**src/rtl/alu_arbiter.sv**
```systemverilog
// alu_arbiter: shares one combinational ALU between two requesters.
// A three-state FSM (IDLE -> EXEC -> RESP) accepts one operation at a time,
// presents the latched operands to the ALU for one cycle, registers the
// result and holds it until the owning requester consumes it.
// Build option: define ALU_ARB_FIXED_PRIO_EN to replace round-robin with
// fixed priority to requester 0 plus a starvation escape for requester 1.
module alu_arbiter #(
    parameter int STARVE_LIMIT = 4
) (
    input  logic        clk_i,
    input  logic        resetn_i,
    input  logic        r0_valid_i,
    input  logic        r1_valid_i,
    output logic        r0_ready_o,
    output logic        r1_ready_o,
    input  logic [31:0] r0_op1_i,
    input  logic [31:0] r0_op2_i,
    input  logic [31:0] r1_op1_i,
    input  logic [31:0] r1_op2_i,
    input  logic [3:0]  r0_func_i,
    input  logic [3:0]  r1_func_i,
    output logic [31:0] alu_op1_o,
    output logic [31:0] alu_op2_o,
    output logic [3:0]  alu_func_o,
    input  logic [31:0] alu_d_i,
    input  logic        alu_zero_i,
    input  logic        alu_lt_i,
    output logic [1:0]  rsp_valid_o,
    input  logic [1:0]  rsp_ready_i,
    output logic [31:0] rsp_d_o,
    output logic        rsp_zero_o,
    output logic        rsp_lt_o
);

    typedef enum logic [1:0] {
        IDLE = 2'd0,
        EXEC = 2'd1,
        RESP = 2'd2
    } state_t;

    state_t      state_q, state_d;
    logic        gnt_idx_q;      // requester owning the in-flight operation
    logic        last_q;         // requester granted most recently
    logic [31:0] op1_q, op2_q;
    logic [3:0]  func_q;
    logic [31:0] rsp_d_q;
    logic        rsp_zero_q, rsp_lt_q;

    logic        gnt;            // winner of the current arbitration
    logic        accept;         // an operation is taken this cycle
    logic        capture;        // ALU result is registered this cycle

`ifdef ALU_ARB_FIXED_PRIO_EN
    localparam int CNT_W = $clog2(STARVE_LIMIT + 1);
    logic [CNT_W-1:0] starve_q;

    // Fixed priority to requester 0 unless requester 1 has lost too often.
    always_comb begin
        gnt = 1'b0;
        if (r0_valid_i && r1_valid_i) begin
            gnt = (starve_q == CNT_W'(STARVE_LIMIT));
        end else if (r1_valid_i) begin
            gnt = 1'b1;
        end
    end

    // Count consecutive arbitrations lost by a pending requester 1.
    always_ff @(posedge clk_i or negedge resetn_i) begin
        if (!resetn_i) begin
            starve_q <= '0;
        end else if (accept) begin
            if (gnt) begin
                starve_q <= '0;
            end else if (r1_valid_i && (starve_q != CNT_W'(STARVE_LIMIT))) begin
                starve_q <= starve_q + 1'b1;
            end
        end
    end
`else
    logic unused_starve_limit;
    assign unused_starve_limit = (STARVE_LIMIT > 0);

    // Round-robin: on a tie the requester not granted last wins.
    always_comb begin
        gnt = 1'b0;
        if (r0_valid_i && r1_valid_i) begin
            gnt = ~last_q;
        end else if (r1_valid_i) begin
            gnt = 1'b1;
        end
    end
`endif

    // FSM state register.
    always_ff @(posedge clk_i or negedge resetn_i) begin
        if (!resetn_i) begin
            state_q <= IDLE;
        end else begin
            state_q <= state_d;
        end
    end

    // Next-state, handshake outputs and datapath enables.
    always_comb begin
        state_d     = state_q;
        accept      = 1'b0;
        capture     = 1'b0;
        r0_ready_o  = 1'b0;
        r1_ready_o  = 1'b0;
        rsp_valid_o = 2'b00;
        case (state_q)
            IDLE: begin
                // Gate with reset so no handshake is seen while reset is held.
                if ((r0_valid_i || r1_valid_i) && resetn_i) begin
                    accept     = 1'b1;
                    r0_ready_o = ~gnt;
                    r1_ready_o = gnt;
                    state_d    = EXEC;
                end
            end
            EXEC: begin
                capture = 1'b1;
                state_d = RESP;
            end
            RESP: begin
                rsp_valid_o = gnt_idx_q ? 2'b10 : 2'b01;
                if (rsp_ready_i[gnt_idx_q]) begin
                    state_d = IDLE;
                end
            end
            default: begin
                state_d = IDLE;
            end
        endcase
    end

    // Latch the winner's operation and remember who was granted.
    always_ff @(posedge clk_i or negedge resetn_i) begin
        if (!resetn_i) begin
            op1_q     <= '0;
            op2_q     <= '0;
            func_q    <= '0;
            gnt_idx_q <= 1'b0;
            last_q    <= 1'b1;
        end else if (accept) begin
            op1_q     <= gnt ? r1_op1_i : r0_op1_i;
            op2_q     <= gnt ? r1_op2_i : r0_op2_i;
            func_q    <= gnt ? r1_func_i : r0_func_i;
            gnt_idx_q <= gnt;
            last_q    <= gnt;
        end
    end

    // Register the ALU result at the end of EXEC.
    always_ff @(posedge clk_i or negedge resetn_i) begin
        if (!resetn_i) begin
            rsp_d_q    <= '0;
            rsp_zero_q <= 1'b0;
            rsp_lt_q   <= 1'b0;
        end else if (capture) begin
            rsp_d_q    <= alu_d_i;
            rsp_zero_q <= alu_zero_i;
            rsp_lt_q   <= alu_lt_i;
        end
    end

    assign alu_op1_o  = op1_q;
    assign alu_op2_o  = op2_q;
    assign alu_func_o = func_q;
    assign rsp_d_o    = rsp_d_q;
    assign rsp_zero_o = rsp_zero_q;
    assign rsp_lt_o   = rsp_lt_q;

endmodule

```
**config.mk**
```make
export PLATFORM = sky130hd
export DESIGN_NAME = alu_arbiter
export DESIGN_NICKNAME = d
export VERILOG_FILES = /design/src/rtl/alu_arbiter.sv
export SDC_FILE = /design/constraint.sdc
export NUM_CORES = 1
export LEC_CHECK = 0
export CAP_MARGIN = 20
export CORE_UTILIZATION = 34
export CTS_CLUSTER_SIZE = 10
export DETAILED_ROUTE_END_ITERATION = 10
export PLACE_DENSITY = 0.77
export SLEW_MARGIN = 10
export SYNTH_ARGS = -nofsm -noshare
export SYNTH_HDL_FRONTEND = slang
export SYNTH_SLANG_ARGS = --single-unit
export TNS_END_PERCENT = 1
```
**constraint.sdc**
```tcl
create_clock -name clk_i -period 1.8 [get_ports clk_i]
set_clock_uncertainty 0.1 [all_clocks]
set_input_delay 0.27 -clock clk_i [delete_from_list [all_inputs] [get_ports clk_i]]
set_output_delay 0.27 -clock clk_i [all_outputs]
set_load 0.05 [all_outputs]
```
==> summary.txt <==
Status
  • Run status: finished with violations
  • Violated checks: setup timing

Pwr
  • Power share of the combinational group: 59.1%
  • Ratio of total power to cell area: 1920 nW/um^2
  • Cell internal power dissipation: 7910 uW
  • Maximum vdd ir drop: 0.000918 V
  • Power share of the clock group: 13.2%
  • Power consumption: 15400 uW
  • Switching power share of the total: 48.7%
  • Total leakage power: 0.00352 uW
  • Fraction of power consumed by sequential logic: 27.7%
  • Total net switching power: 7500 uW

Routing
  • Wire per inst: 17.9 um
  • DR pass1 iterations: 4
  • Vias after detailed routing: 4478
  • Post-route antenna net violation count: 0
  • Overall routed net length: 15400 um
  • Total DRC errors in the routed layout: 0
  • Via density per instance: 5.18
  • Drt first-iter violations: 252

Floorplanning
  • Die Footprint: 14500 um^2
  • Chip width: 120 um
  • Std cell rows: 42
  • I/O Pins: 282
  • Chip Height: 120 um
  • Starting utilization of the core area: 35.4%
  • Area of the core: 13500 um^2

Cells and area
  • Antenna cells: 0
  • Leading cell type in the layout, fill and taps excluded: sky130_fd_sc_hd__clkdlybuf4s50_1
  • Final core area utilization: 59.8%
  • Area growth syn-to-layout: 69.1%
  • Fraction of layout cells with a size suffix above 1: 31.3%
  • Number of filler cells placed in the layout: 1088
  • Count of nets after finishing: 859
  • Post-route cell area: 8040 um^2
  • Highest-count cells in the layout ignoring fill and taps: sky130_fd_sc_hd__clkdlybuf4s50_1 (173), sky130_fd_sc_hd__buf_4 (120), sky130_fd_sc_hd__dfrtp_1 (105)

Logic synthesis
  • Netlist Area Pre-Place: 4760 um^2
  • Area fraction in and, or, nand and nor cells after synthesis: 16.0%
  • Adder-cell area share of the yosys netlist: 0%
  • Largest family of logic cells by synthesized area: simple AND/OR/NAND/NOR gates
  • Multiplexer share of the synthesized area: 8.29%
  • Mapped Nets: 582
  • Gate count of the mapped netlist: 406
  • Number of warnings issued by yosys: 0
  • Top cells by area, synth: sky130_fd_sc_hd__dfrtp_1 (55%), sky130_fd_sc_hd__a221o_1 (14%), sky130_fd_sc_hd__mux2_2 (8.3%), sky130_fd_sc_hd__nand2_1 (5.4%), sky130_fd_sc_hd__nor3_1 (5.1%)
  • Mean post-synth cell area: 11.7 um^2
  • Synthesized-area fraction occupied by ao, oa, aoi and oai cells: 14.8%
  • Post-synth top area share: 55.2%
  • Sequential area share after synthesis: 55.8%
  • Number of distinct library cells after synthesis: 23
  • #FFs+latches synth: 106
  • Post-synth top area cell: sky130_fd_sc_hd__dfrtp_1
  • Post-Synth XOR/XNOR Area: 0%

Clock network
  • Buffer depth of the longest clock path: 2
  • Clk pin slew, worst setup/hold paths: 70 ps
  • Clock sinks: 106
  • H-tree level count: 3
  • Clock latency reported for the late side of the worst-skew pair: 340 ps
  • Root buffer cell: sky130_fd_sc_hd__clkbuf_16
  • Number of buffers inserted during clock tree synthesis: 9
  • TritonCTS clock tree: done

Timing
  • Post-layout minimum cycle time: 1810 ps
  • Final hold violation count: 0
  • Share of the clock period used by the worst path: 101%
  • Worst slew margin relative to its limit: 60.6%
  • Sum of negative setup slack: -9.84 ps
  • Setup Viol. Count Final: 1
  • Fin. max-slew vios: 0
  • Maximum operating frequency: 553 MHz
  • Post-route worst setup slack: -9.84 ps
  • Setup repair after global routing missed its margin: true
  • Measured slew at the worst slew-check pin: 591 ps

Placement
  • Port bufs: 281
  • Placed Instance Area: 7590 um^2
  • HPWL Detailed: 11100 um
  • Final GP Congestion: 0.773

Global routing
  • Pin count of the biggest net entering global routing: 105
  • All-layer global routing usage: 20.8%
  • Global routing met1 resource utilization: 24.6%
  • Gr busiest metal: met2
  • Number of antenna violations at the first check in global routing: 0
  • Global routing met2 resource utilization: 36.5%
  • Vias in the first global route: 4622
  • Wire length of the first global-routing pass: 23700 um
  • Met3 layer usage reported by global route: 4.10%
  • Aggregate global routing overflow: 0

Setup path
  • Slack of the worst reg-to-reg path: 20 ps
  • Startpoint-to-endpoint class of the critical path: flop to output pin
  • Worst setup EP type: output pin
  • Largest fanout on the critical path: 4
  • Worst EP required: 1430 ps
  • Worst path arrival time: 1440 ps
  • Element type at the critical path start: flop

Flow run
  • Number of max-cap violations: 0

Min path
  • Worst hold path class: input port to async pin
-- synth_stat cells --
cell	instances
sky130_fd_sc_hd__buf_6	6
sky130_fd_sc_hd__a221o_1	68
sky130_fd_sc_hd__nand2b_1	3
sky130_fd_sc_hd__nor2b_1	1
sky130_fd_sc_hd__nand3_1	1
sky130_fd_sc_hd__inv_1	3
sky130_fd_sc_hd__nor3_2	20
sky130_fd_sc_hd__o21ai_1	1
sky130_fd_sc_hd__o21a_1	1
sky130_fd_sc_hd__buf_4	1
sky130_fd_sc_hd__buf_2	19
sky130_fd_sc_hd__dfstp_2	1
sky130_fd_sc_hd__o21ai_0	1
sky130_fd_sc_hd__clkbuf_1	17
sky130_fd_sc_hd__nor2_1	2
sky130_fd_sc_hd__mux2_2	35
sky130_fd_sc_hd__or3b_1	1
sky130_fd_sc_hd__nor3b_1	1
sky130_fd_sc_hd__nand2_1	69
sky130_fd_sc_hd__nor3_1	48
sky130_fd_sc_hd__dfrtp_1	105
sky130_fd_sc_hd__and3_1	1
sky130_fd_sc_hd__a21oi_1	1
-- worst max-delay path, cell delays in order (launching register included) --
cell and delay, ps:
sky130_fd_sc_hd__dfrtp_1 420, sky130_fd_sc_hd__nor3b_2 220, sky130_fd_sc_hd__and3_4 230, sky130_fd_sc_hd__buf_12 110, sky130_fd_sc_hd__buf_12 120
-- power groups by stage --
stage | logic [uW] | clock network (uW) | registers (uW)
finish | 9100 | 2040 | 4270
global route | 9450 | 2190 | 4410
CTS | 9110 | 2090 | 4280
detailed placement | 9010 | 0 | 4280
global placement | 8880 | 0 | 4260
floorplan | 2060 | 0 | 8090
-- logic make-up (layout without fill, tap and decap cells) --
family | after synthesis | count (layout)
and+or+nand+nor | 147 | 147
DFF | 106 | 106
AOI/OAI and AO/OA | 72 | 72
buffers and inverters | 46 | 328
muxes | 35 | 35
-- area by class of cell --
class                      instances  area (um^2)  area share, %
clock buffer                       9          225           2.80
clock inverter                     7         83.8           1.04
inverter                           3         13.8          0.171
multi-input combinational        254         1910           23.7
sequential                       106         2650           33.0
tap                              176          220           2.74
timing repair buffer             309         2940           36.6
-- stage by stage --
| step | hold slack, ps | instances | setup WS (ps) |
|---|---|---|---|
| final | 224 | 864 | -9.84 |
| after global routing | 222 | 864 | -55.1 |
| after CTS | 213 | 860 | -7.87 |
| after detailed placement | -21.6 | 837 | -60.7 |
| after global placement | -25.3 | 837 | -16.9 |
| after floorplan | -126 | 406 | 94.5 |
-- repair_timing --
| item | 4_1_cts | 5_1_grt |
|---|---|---|
| gates resized for setup | 5 | 2 |
| pin swaps | 2 | 4 |
| setup endpoints to repair | 2 | 17 |
| cloned | 1 | 0 |
| endpoints found under the hold margin | 106 | 0 |
| buffers inserted | 5 | 4 |
| hold buffers | 1 | 0 |
-- worst paths after layout --
path / start / end / depth (start not counted)
min in group clk_i: rsp_d_o[18] / rsp_d_o[18] / 1
max reg2reg: last_q / alu_op1_o[6] / 5
max in group asynchronous: resetn_i / rsp_d_o[6] / 3
max: state_q[0] / r1_ready_o / 4
min: resetn_i / state_q[0] / 2
min reg2reg: rsp_d_o[18] / rsp_d_o[18] / 1
-- state kept, by name, indices dropped and copies added (netlist names) --
signal      count
last_q          1
gnt_idx_q       1
state_q         2
rsp_zero_o      1
alu_op2_o      32
alu_op1_o      32
rsp_lt_o        1
alu_func_o      4
rsp_d_o        32
-- metal layers --
metal	vias to the layer above	wire length, um
li1	2060	-
met1	2163	6150
met2	220	7730
met3	35	1110
met4	0	444
met5	-	0
No activity file was read; power rests on OpenSTA's default activity.
